[src/rtl/sha_compress_pkg.sv]
// SHA-256 compression shared definitions.
// Holds the round constant table, the initial hash value, the FSM state
// encodings and the FIPS 180-4 logical functions used by the datapath.
package sha_compress_pkg;

   // Eight 32-bit words, index 0 = a (or H0), index 7 = h (or H7).
   // Index 0 is the most significant word when the vector is viewed flat.
   typedef logic [0:7][31:0] words_t;

   typedef enum logic [1:0] {
      ST_IDLE   = 2'b00,
      ST_ROUND  = 2'b01,
      ST_UPDATE = 2'b10,
      ST_DONE   = 2'b11
   } state_t;

   localparam words_t IV = {
      32'h6a09e667, 32'hbb67ae85, 32'h3c6ef372, 32'ha54ff53a,
      32'h510e527f, 32'h9b05688c, 32'h1f83d9ab, 32'h5be0cd19
   };

   localparam logic [0:63][31:0] K_TAB = {
      32'h428a2f98, 32'h71374491, 32'hb5c0fbcf, 32'he9b5dba5,
      32'h3956c25b, 32'h59f111f1, 32'h923f82a4, 32'hab1c5ed5,
      32'hd807aa98, 32'h12835b01, 32'h243185be, 32'h550c7dc3,
      32'h72be5d74, 32'h80deb1fe, 32'h9bdc06a7, 32'hc19bf174,
      32'he49b69c1, 32'hefbe4786, 32'h0fc19dc6, 32'h240ca1cc,
      32'h2de92c6f, 32'h4a7484aa, 32'h5cb0a9dc, 32'h76f988da,
      32'h983e5152, 32'ha831c66d, 32'hb00327c8, 32'hbf597fc7,
      32'hc6e00bf3, 32'hd5a79147, 32'h06ca6351, 32'h14292967,
      32'h27b70a85, 32'h2e1b2138, 32'h4d2c6dfc, 32'h53380d13,
      32'h650a7354, 32'h766a0abb, 32'h81c2c92e, 32'h92722c85,
      32'ha2bfe8a1, 32'ha81a664b, 32'hc24b8b70, 32'hc76c51a3,
      32'hd192e819, 32'hd6990624, 32'hf40e3585, 32'h106aa070,
      32'h19a4c116, 32'h1e376c08, 32'h2748774c, 32'h34b0bcb5,
      32'h391c0cb3, 32'h4ed8aa4a, 32'h5b9cca4f, 32'h682e6ff3,
      32'h748f82ee, 32'h78a5636f, 32'h84c87814, 32'h8cc70208,
      32'h90befffa, 32'ha4506ceb, 32'hbef9a3f7, 32'hc67178f2
   };

   function automatic logic [31:0] rotr(input logic [31:0] x, input int n);
      return (x >> n) | (x << (32 - n));
   endfunction

   function automatic logic [31:0] big_sigma0(input logic [31:0] x);
      return rotr(x, 2) ^ rotr(x, 13) ^ rotr(x, 22);
   endfunction

   function automatic logic [31:0] big_sigma1(input logic [31:0] x);
      return rotr(x, 6) ^ rotr(x, 11) ^ rotr(x, 25);
   endfunction

   // Message-schedule functions; the expander lives outside this block
   // but shares these definitions.
   function automatic logic [31:0] small_sigma0(input logic [31:0] x);
      return rotr(x, 7) ^ rotr(x, 18) ^ (x >> 3);
   endfunction

   function automatic logic [31:0] small_sigma1(input logic [31:0] x);
      return rotr(x, 17) ^ rotr(x, 19) ^ (x >> 10);
   endfunction

   function automatic logic [31:0] ch(input logic [31:0] x, y, z);
      return (x & y) ^ (~x & z);
   endfunction

   function automatic logic [31:0] maj(input logic [31:0] x, y, z);
      return (x & y) ^ (x & z) ^ (y & z);
   endfunction

endpackage

[src/rtl/sha_round.sv]
// Combinational single SHA-256 round.
//   i_s : working variables a..h before the round
//   i_k : round constant K_t
//   i_w : schedule word W_t
//   o_s : working variables after the round
module sha_round
   import sha_compress_pkg::*;
(
   input  words_t      i_s,
   input  logic [31:0] i_k,
   input  logic [31:0] i_w,
   output words_t      o_s
);

   logic [31:0] t1;
   logic [31:0] t2;

   always_comb begin
      t1 = i_s[7] + big_sigma1(i_s[4]) + ch(i_s[4], i_s[5], i_s[6]) + i_k + i_w;
      t2 = big_sigma0(i_s[0]) + maj(i_s[0], i_s[1], i_s[2]);
      o_s[0] = t1 + t2;
      o_s[1] = i_s[0];
      o_s[2] = i_s[1];
      o_s[3] = i_s[2];
      o_s[4] = i_s[3] + t1;
      o_s[5] = i_s[4];
      o_s[6] = i_s[5];
      o_s[7] = i_s[6];
   end

endmodule

[src/rtl/sha_compress.sv]
// SHA-256 block compression engine, one round per accepted schedule word.
//   clk, rst_n     : clock, asynchronous active-low reset
//   start_in       : opens a new block (IDLE only); i_first selects IV load
//   i_w_valid/i_w/i_round : schedule word stream from the expander
//   o_hash         : current H0..H7 (H0 in the top word)
//   o_done         : one-cycle pulse after the feed-forward update
//   o_busy         : block in progress (ROUND/UPDATE)
//   o_error        : sticky, round index did not match the internal counter
//   o_FSM_state    : current state encoding
// DATA_WIDTH is fixed at 32 by the algorithm.
module sha_compress
   import sha_compress_pkg::*;
#(
   parameter int DATA_WIDTH = 32
) (
   input  logic                  clk,
   input  logic                  rst_n,
   input  logic                  start_in,
   input  logic                  i_first,
   input  logic                  i_w_valid,
   input  logic [DATA_WIDTH-1:0] i_w,
   input  logic [5:0]            i_round,
   output logic [255:0]          o_hash,
   output logic                  o_done,
   output logic                  o_busy,
   output logic                  o_error,
   output logic [1:0]            o_FSM_state
);

   state_t      state_q, state_d;
   logic [5:0]  cnt_q, cnt_d;
   words_t      work_q, work_d;
   words_t      h_q, h_d;
   logic        err_q, err_d;
   words_t      round_out;

   sha_round u_round (
      .i_s (work_q),
      .i_k (K_TAB[cnt_q]),
      .i_w (i_w),
      .o_s (round_out)
   );

   always_comb begin
      state_d = state_q;
      cnt_d   = cnt_q;
      work_d  = work_q;
      h_d     = h_q;
      err_d   = err_q;
      unique case (state_q)
         ST_IDLE: begin
            if (start_in) begin
               h_d     = i_first ? IV : h_q;
               work_d  = h_d;
               cnt_d   = 6'd0;
               err_d   = 1'b0;
               state_d = ST_ROUND;
            end
         end
         ST_ROUND: begin
            // A mismatched index is flagged but the word is still consumed,
            // so the block always completes in 64 accepted words.
            if (i_w_valid) begin
               if (i_round != cnt_q) err_d = 1'b1;
               work_d = round_out;
               cnt_d  = cnt_q + 6'd1;
               if (cnt_q == 6'd63) state_d = ST_UPDATE;
            end
         end
         ST_UPDATE: begin
            for (int i = 0; i < 8; i++) h_d[i] = h_q[i] + work_q[i];
            state_d = ST_DONE;
         end
         ST_DONE: state_d = ST_IDLE;
         default: state_d = ST_IDLE;
      endcase
   end

   always_ff @(posedge clk or negedge rst_n) begin
      if (!rst_n) begin
         state_q <= ST_IDLE;
         cnt_q   <= 6'd0;
         work_q  <= '0;
         h_q     <= IV;
         err_q   <= 1'b0;
      end else begin
         state_q <= state_d;
         cnt_q   <= cnt_d;
         work_q  <= work_d;
         h_q     <= h_d;
         err_q   <= err_d;
      end
   end

   assign o_hash      = h_q;
   assign o_done      = (state_q == ST_DONE);
   assign o_busy      = (state_q == ST_ROUND) || (state_q == ST_UPDATE);
   assign o_error     = err_q;
   assign o_FSM_state = state_q;

endmodule
[config.mk]
export PLATFORM = sky130hd
export DESIGN_NAME = sha_compress
export DESIGN_NICKNAME = d
export VERILOG_FILES = /design/src/rtl/sha_compress_pkg.sv /design/src/rtl/sha_round.sv /design/src/rtl/sha_compress.sv
export SDC_FILE = /design/constraint.sdc
export NUM_CORES = 2
export LEC_CHECK = 0
export CAP_MARGIN = 5
export CORE_UTILIZATION = 25
export DETAILED_ROUTE_END_ITERATION = 7
export PLACE_DENSITY_LB_ADDON = 0.05
export SLEW_MARGIN = 0
export SYNTH_ARGS = -nofsm -noshare
export SYNTH_HDL_FRONTEND = slang
export SYNTH_SLANG_ARGS = --single-unit
[constraint.sdc]
create_clock -name clk -period 7.4 [get_ports clk]
set_clock_uncertainty 0.05 [all_clocks]
set_input_delay 0.74 -clock clk [delete_from_list [all_inputs] [get_ports clk]]
set_output_delay 0.74 -clock clk [all_outputs]
set_load 0.05 [all_outputs]
==> reports/results.txt <==
Status = finished, final reports clean
Gate Count Post-Synth = 5277
Share of the yosys chip area belonging to registers = 0.294
# rows = 155
CP endpoint kind = flop
Initial core utilization = 0.252
Setup violators final = 0
Largest family of logic cells by synthesized area = compound AO/OA/AOI/OAI gates
RSZ-0062 raised after global routing = true
# DRC = 0
Final ANT Viol Nets = 0
Cts bufs inserted = 77
Via/cell ratio = 5.11
Gpl congestion = 0.932
Maximum clock path buffer count = 3
Adder and majority gate portion of the synthesized area = 0.168
Via count = 42400
Slew @ Worst Pin = 1.23 ns
Worst-Skew Late Latency = 0.73 ns
ANT cells = 0
Commonest non-fill, non-tap cell in the layout = buf_4
CTS Root Cell = clkbuf_16
Nets@finish = 6426
GRT overflow = 0
R2R Setup Slk = 0.22 ns
Pins Over Slew Limit = 0
Post-Syn Area per Cell = 8.51 sq um
Die Ht = 426 microns
Tmin final = 7.18 ns
Die area = 181000 sq um
Critical-path top delay cell = fa_1
Arrival time at the worst endpoint = 7.78 ns
Yosys warnings = 0
Syn Nets = 5825
Mapped Area = 44900 sq um
Placed cell area = 53800 sq um
Yosys top cell area share = 0.214
CTS clk-pin slew, worst paths = 0.06 ns
First-pass GRT wire length = 327000 microns
IO buf count = 303
Core area = 178000 sq um
Final period util = 0.970
Fillcell total = 18900
Max FO, Critical Path = 4
H-tree level count = 3
Register bit count reported by yosys = 521
Distinct cell type count after synthesis = 99
Share of layout cells above drive strength 1 = 0.162
Post-DP HPWL = 178000 microns
Top cell by count, worst path = buf_4
Post-route setup TNS = 0 ns
Hold Path Class = reg2reg
Final hold vios = 0
XOR/XNOR share of the synthesized area = 0.0825
TritonRoute pass-1 iters = 5
Post-synth top area cell = dfrtp_1
Worst slew margin = 0.174
Ports = 304
Post-synthesis mux area share = 0.0136
Vias in the first global route = 42400
DRT iter0 DRCs = 2843
EDFF count, synth = 0
Design area = 57100 sq um
Max Fclk = 139 MHz
P&R area growth vs syn = 27.1%
Most frequent cells in the layout = buf_4 (496), nor2_1 (461), a21oi_1 (444)
Antenna violations before repair = 3
Die Wd = 426 microns
DR WL/cell = 27.9 microns
CTS Sinks = 521
Primary FF master, synth = dfrtp_1
Largest net degree at the start of global routing = 155
WP data required = 8.00 ns
CTS tree = done
Synth area leaders = dfrtp_1 (21%), ha_1 (10%), dfstp_2 (8.0%)
CP Launch Type = flop
Max incr delay on CP = 0.51 ns
Max-cap violations = 0
Final wirelength = 231000 microns
Asr flop ratio synth = 1.00
CP Class = reg2reg
All-layer global routing usage = 0.251
Synthesized-area fraction occupied by and/or/nand/nor cells = 0.133
Synth Area in Compound Gates = 0.254
cells by family (layout without fill, tap and decap cells):
group,Yosys count,after routing
xor+xnor,423,423
compound gates,1794,1794
simple gates,1313,1313
buf+inv,649,1314
fa+ha+maj,527,527
flops,521,521
mux,50,50
metal layers:
| metal | global-route usage | share of wire | routed length, microns | vias up |
|---|---|---|---|---|
| met4 | 0.0965 | 0.043 | 9950 | 2 |
| met5 | 0 | 0.000030 | 7 | - |
| met3 | 0.0267 | 0.033 | 7720 | 262 |
| met1 | 0.322 | 0.43 | 100000 | 21100 |
| met2 | 0.432 | 0.49 | 113000 | 925 |
| li1 | - | - | - | 20100 |
per-stage QoR:
step                hold WS (ns)   util  worst slack [ns]  cells
CTS                        0.466  0.316           0.00301   8285
floorplan                  0.394      -             0.309   5277
detailed placement         0.447  0.302            -0.650   8138
global placement           0.462  0.302            -0.558   8138
global route               0.480  0.320           -0.0395   8297
finish                     0.456  0.320             0.224   8297
registers in the layout (all words and copies together) (netlist names):
register and count:
o_error 1, o_FSM_state 2, work_q 256, o_hash 256, cnt_q 6
path summary, 6_finish.rpt:
| check | start | end | cells past startpoint |
|---|---|---|---|
| setup / recovery | work_q[113]$_DFFE_PN0P_ | work_q[251]$_DFFE_PN0P_ | 34 |
| hold / removal | o_error$_DFFE_PN0P_ | o_error$_DFFE_PN0P_ | 2 |
| setup reg to reg | work_q[113]$_DFFE_PN0P_ | work_q[251]$_DFFE_PN0P_ | 34 |
| hold reg to reg | o_error$_DFFE_PN0P_ | o_error$_DFFE_PN0P_ | 2 |
| max in group asynchronous | rst_n | o_hash[212]$_DFFE_PN0P_ | 3 |
| min in group asynchronous | rst_n | cnt_q[5]$_DFFE_PN0P_ | 2 |
synthesized netlist by cell type (26+ instances only):
library cell  number
a211oi_1          45
a21o_1           154
a21oi_1          462
a221oi_1         115
a31oi_1           35
and3_1            26
buf_1             32
clkbuf_1         264
dfrtp_1          385
dfstp_2          136
fa_1             133
ha_1             372
inv_1            346
mux2_2            29
nand2_1          377
nand2b_1          99
nand3_1           69
nor2_1           470
nor2b_1           53
nor3_1            74
o211ai_1          30
o21a_1            59
o21ai_0          425
o21ai_1           54
o21bai_1          43
o22ai_1          130
o31ai_1           29
or3_1             39
xnor2_1          242
xor2_1           181
what timing repair did:
item | 4_1_cts | 5_1_grt
setup buffers | 3 | 12
pin swaps | 1 | 37
hold buffers | 1 | 0
setup endpoints to repair | 11 | 23
hold endpoints to repair | 15 | 0
resized for setup | 23 | 116
cell type report:
type                            instances  area, sq um  share of cell area
Clock buffer                          115         2200              0.0385
Clock inverter                         28          295             0.00517
Inverter                              348         1320              0.0231
Multi-Input combinational cell       4107        29900               0.524
Sequential cell                       521        13200               0.232
Tap cell                             2355         2950              0.0516
Timing Repair Buffer                  823         7190               0.126
worst max-delay path: cells and delay by family, from the launching register on:
family	cells	cell delay, ns
adder cells (fa/ha/maj)	6	2.29
AO/OA/AOI/OAI	13	2.07
buffers and inverters	8	1.03
XOR/XNOR	4	0.82
flip-flops	1	0.45
AND/OR/NAND/NOR	3	0.38
Power is not shown: default switching activity piles up to over one toggle a cycle in this logic, so the estimate is an artifact.
